### src/rtl/camera_reg_update_sequencer.sv
// camera_reg_update_sequencer: stages camera register updates, rewrites the table slots on commit,
// then kicks the I2C register writer and tracks the bus transaction to completion.
module camera_reg_update_sequencer #(
    parameter int          NUM_SLOTS      = 4,
    parameter int          ADDR_WIDTH     = 8,
    parameter int          SLOT_BASE      = 238,
    parameter logic [23:0] FILL_ENTRY     = 24'h000000,
    parameter int          TIMEOUT_CYCLES = 65535
) (
    input  logic                             clk_camera,
    input  logic                             sys_rst_camera_n,
    input  logic                             upd_valid,
    output logic                             upd_ready,
    input  logic [15:0]                      upd_reg_addr,
    input  logic [7:0]                       upd_reg_data,
    input  logic                             commit,
    output logic                             tbl_we,
    output logic [ADDR_WIDTH-1:0]            tbl_addr,
    output logic [23:0]                      tbl_din,
    output logic                             init_valid,
    input  logic                             init_ready,
    input  logic                             bus_active,
    output logic                             busy,
    output logic                             done,
    output logic                             timeout_err,
    output logic [$clog2(NUM_SLOTS+1)-1:0]   staged_count
);
    localparam int CW = $clog2(NUM_SLOTS + 1);
    localparam int IW = (NUM_SLOTS > 1) ? $clog2(NUM_SLOTS) : 1;
    localparam int TW = $clog2(TIMEOUT_CYCLES + 1);

    typedef enum logic [2:0] {IDLE, WRITE, FILL, KICK, WAIT_START, WAIT_END} state_t;

    state_t        state, state_d;
    logic [CW-1:0] count_d, idx, idx_d;
    logic [TW-1:0] wait_cnt, wait_cnt_d;
    logic          done_d, timeout_d;
    logic          push, go;
    logic [23:0]   entry [NUM_SLOTS];

    assign upd_ready = (state == IDLE) && (staged_count < CW'(NUM_SLOTS));
    assign push      = upd_valid && upd_ready;
    assign go        = (state == IDLE) && commit && ((staged_count != '0) || push);

    // Table outputs depend only on the current state and the slot index register.
    assign busy       = state != IDLE;
    assign tbl_we     = (state == WRITE) || (state == FILL);
    assign tbl_addr   = tbl_we ? ADDR_WIDTH'(SLOT_BASE) + ADDR_WIDTH'(idx)
                               : ADDR_WIDTH'(SLOT_BASE + NUM_SLOTS - 1);
    assign tbl_din    = (state == WRITE) ? entry[idx[IW-1:0]] :
                        (state == FILL)  ? FILL_ENTRY : '0;
    assign init_valid = state == KICK;

    always_comb begin
        state_d    = state;
        count_d    = staged_count + CW'(push);
        idx_d      = idx;
        wait_cnt_d = wait_cnt;
        done_d     = 1'b0;
        timeout_d  = timeout_err;
        case (state)
            IDLE: begin
                if (go) begin
                    state_d   = WRITE;
                    idx_d     = '0;
                    timeout_d = 1'b0;
                end
            end
            WRITE: begin
                idx_d = idx + CW'(1);
                if (idx == staged_count - CW'(1))
                    state_d = (staged_count < CW'(NUM_SLOTS)) ? FILL : KICK;
            end
            FILL: begin
                idx_d = idx + CW'(1);
                if (idx == CW'(NUM_SLOTS - 1)) state_d = KICK;
            end
            KICK: begin
                if (init_ready) begin
                    state_d    = WAIT_START;
                    wait_cnt_d = '0;
                end
            end
            WAIT_START: begin
                if (bus_active) begin
                    state_d = WAIT_END;
                end else if (wait_cnt == TW'(TIMEOUT_CYCLES - 1)) begin
                    state_d   = IDLE;
                    done_d    = 1'b1;
                    timeout_d = 1'b1;
                    count_d   = '0;
                end else begin
                    wait_cnt_d = wait_cnt + TW'(1);
                end
            end
            WAIT_END: begin
                if (!bus_active) begin
                    state_d = IDLE;
                    done_d  = 1'b1;
                    count_d = '0;
                end
            end
            default: state_d = IDLE;
        endcase
    end

    always_ff @(posedge clk_camera or negedge sys_rst_camera_n) begin
        if (!sys_rst_camera_n) begin
            state        <= IDLE;
            staged_count <= '0;
            idx          <= '0;
            wait_cnt     <= '0;
            done         <= 1'b0;
            timeout_err  <= 1'b0;
        end else begin
            state        <= state_d;
            staged_count <= count_d;
            idx          <= idx_d;
            wait_cnt     <= wait_cnt_d;
            done         <= done_d;
            timeout_err  <= timeout_d;
        end
    end

    // Staging storage needs no reset: staged_count alone defines which entries are live.
    always_ff @(posedge clk_camera) begin
        if (push) entry[staged_count[IW-1:0]] <= {upd_reg_addr, upd_reg_data};
    end
endmodule
### config.mk
export PLATFORM = sky130hd
export DESIGN_NAME = camera_reg_update_sequencer
export DESIGN_NICKNAME = d
export VERILOG_FILES = /design/src/rtl/camera_reg_update_sequencer.sv
export SDC_FILE = /design/constraint.sdc
export NUM_CORES = 1
export LEC_CHECK = 0
export CAP_MARGIN = 10
export CORE_MARGIN = 4
export CORE_UTILIZATION = 50
export CTS_BUF_LIST = sky130_fd_sc_hd__clkbuf_16
export DETAILED_ROUTE_END_ITERATION = 16
export GPL_TIMING_DRIVEN = 0
export MAX_ROUTING_LAYER = met4
export PLACE_DENSITY = 0.73
export SYNTH_ARGS = -nofsm -noshare
export SYNTH_HDL_FRONTEND = slang
export SYNTH_SLANG_ARGS = --single-unit
### constraint.sdc
create_clock -name clk_camera -period 3.3 [get_ports clk_camera]
set_clock_uncertainty 0.1 [all_clocks]
set_input_delay 0.66 -clock clk_camera [delete_from_list [all_inputs] [get_ports clk_camera]]
set_output_delay 0.66 -clock clk_camera [all_outputs]
set_load 0.1 [all_outputs]
==> results of run 1 <==
-- worst max-delay path, stage by stage, from the launching register on --
cell and delay [ns]:
dfrtp_1 0.39, clkbuf_1 0.24, or3b_2 0.63, nor2b_1 0.17
clkdlybuf4s15_2 0.57
-- what timing repair did --
| action | CTS | global route |
|---|---|---|
| pin swaps | 0 | 0 |
| setup endpoints to repair | 32 | 31 |
| resized for setup | 166 | 14 |
-- worst max path at each step --
stage                     startpoint           to  slack [ns]  depth (start not counted)
after floorplan             state[1]  tbl_addr[3]       -0.38                          5
after global placement        idx[0]   tbl_din[9]       -0.89                          5
after detailed placement      idx[0]   tbl_din[9]       -0.89                          5
after CTS                   state[1]   tbl_din[0]        0.01                          5
after global routing        state[2]         busy       0.005                          4
final                       state[1]   tbl_din[1]        0.12                          4
-- synthesized netlist by cell type (8+ instances only) --
library cell  count
mux4_2           24
nand3_1          10
nand2_1          13
clkbuf_1         11
ha_1             12
nor2b_1          26
and3_1            8
edfxtp_1         96
nor3_1            8
nor4_1            8
dfrtp_1          27
inv_1            13
-- registers in the layout (all words and copies together), names as in the netlist --
register      count
state             3
idx               3
staged_count      3
wait_cnt         16
done              1
entry            96
timeout_err       1
-- layer usage --
layer | share of wire (%) | global-route usage [%] | up-vias
li1 | - | - | 1536
met1 | 42 | 22.68 | 1614
met2 | 52 | 30.86 | 99
met3 | 4.6 | 5.229 | 17
met4 | 1.6 | 8.974 | 0
met5 | 0 | - | -
-- cell families after synthesis --
group                    Yosys count  share of synthesized area (%)
AND/OR/NAND/NOR                  112                          12.41
flip-flops                       123                          65.73
multiplexers                      28                          10.75
XOR/XNOR                           6                         0.9708
adder cells (fa/ha/maj)           12                          2.773
AO/OA/AOI/OAI                     35                          4.669
buffers and inverters             31                          2.635
other                              1                        0.06927
-- metrics by stage --
step / cells / TNS [ns] / area, um2
after floorplan: 350 / -0.3789 / 5502
after global placement: 553 / -17.60 / 6342
after detailed placement: 555 / -17.73 / 6397
after CTS: 584 / 0 / 6877
after global routing: 585 / 0 / 6932
final: 585 / 0 / 6932
-- final cells by class --
cell class / instances / area, um2 / share of cell area, %
timing repair buffer: 71 / 723.2 / 10.43
buffer: 17 / 110.1 / 1.588
clock inverter: 12 / 87.58 / 1.264
sequential: 123 / 3558 / 51.34
clock buffer: 17 / 425.4 / 6.137
tap: 136 / 170.2 / 2.455
multi-input combinational: 196 / 1804 / 26.03
inverter: 13 / 52.55 / 0.7581
==> out/qor.txt, run 1 <==
Reg-to-reg startpoint = state[2]
Io pins = 71
Clock root cell = clkbuf_16
Pre-CTS setup slack = -0.8914 ns
Crit. End Element = primary output
F_max = 314.4 MHz
Reg2Reg Depth = 5
Status = complete, no violations
Ant diodes = 0
Synth top area cells = edfxtp_1, dfrtp_1, mux4_2
Setup CP Type = reg2out
Final #Nets = 481
Clk slew on worst S/H paths = 0.05 ns
Seq/Total Area, Yosys = 65.73%
Yosys top cell area share = 53.25%
Largest net degree at the start of global routing = 28
Vias in the first global route = 3401
Die W = 112.1 um
GPL Wtd Cong = 0.9289
GRT Util Overall = 19.20%
Filler cells = 718
Number of routed nets with antenna violations = 0
TritonCTS Buffers = 17
Worst-path maximum fanout = 10
Hold Violations, Final = 0
Period minus WS final = 3.180 ns
R2R Setup Slk = 0.64 ns
Post-synthesis cell count = 348
# port buffers = 67
Hold bufs inserted after CTS = 0
Post-Route WL = 11070 um
Remaining Overflow, GRT = 0
Initial antenna violation count = 0
# Post-CTS Setup Buffers = 0
Clock sinks = 123
Mapped Avg Cell Area = 15.56 um2
Core ar. = 0.01042 mm2
Nature of the critical path startpoint = flip-flop
Library cells used by synthesis = 48
Final hold slack = 0.1692 ns
Ys async rst share = 21.95%
Initial Utilization = 51.98%
# rows = 37
CTS tree = done
Synth area leader = edfxtp_1
Die extent in y = 112.1 um
Most common cell after layout, fill and taps aside = edfxtp_1
Slew @ Worst Pin = 0.9822 ns
H-tree Lvls = 4
Routed via count = 3266
Endpoints failing setup = 0
Worst skew pair latency = 0.41 ns
First-pass GRT wire length = 17580 um
DRC Markers = 0
Max-slew headroom = 34.32%
FF+latch count, synth = 123
Hpwl dp = 7333 um
Initial DRT Pass Iterations = 4
Unrepaired setup endpoints after global routing = no
Drt via density = 5.583
Crit path DAT = 2.42 ns
Wire per inst = 18.92 um
Setup ws final = 0.1196 ns
Mapped Area = 0.005414 mm2
Max-Cap Viols = 0
Synth-to-layout area growth = 28.03%
Finished Core Util = 66.55%
Clock tree buffer depth = 2
Worst Path Required = 2.54 ns
Hold Crit Class = in2async
R2R Path End = wait_cnt[11]
Post-synth EDFFs = 96
Most used DFF post-synth = edfxtp_1
YS warnings = 0
Layout cells sized above 1 = 28.73%
Die area = 0.01256 mm2
Initial drt markers = 179
Final Cycle Share = 96.38%
Most frequent cells in the layout = edfxtp_1, clkdlybuf4s50_1, dfrtp_1, mux4_2, buf_4
Fin. max-slew vios = 0
Power of run 1 is not shown: default switching activity piles up to over one toggle a cycle in this logic, so the estimate is an artifact.
==> run 2: changes to the inputs <==
--- a/config.mk
+++ b/config.mk
@@ -11,6 +11,7 @@
 export CTS_BUF_LIST = sky130_fd_sc_hd__clkbuf_16
 export DETAILED_ROUTE_END_ITERATION = 16
 export GPL_TIMING_DRIVEN = 0
+export HOLD_SLACK_MARGIN = 0.08
 export MAX_ROUTING_LAYER = met4
 export PLACE_DENSITY = 0.73
 export SYNTH_ARGS = -nofsm -noshare
==> results of run 2 <==
No change in the layout: final DEF, timing and power equal those of run 1.
Power of run 2 is left out for the same reason.
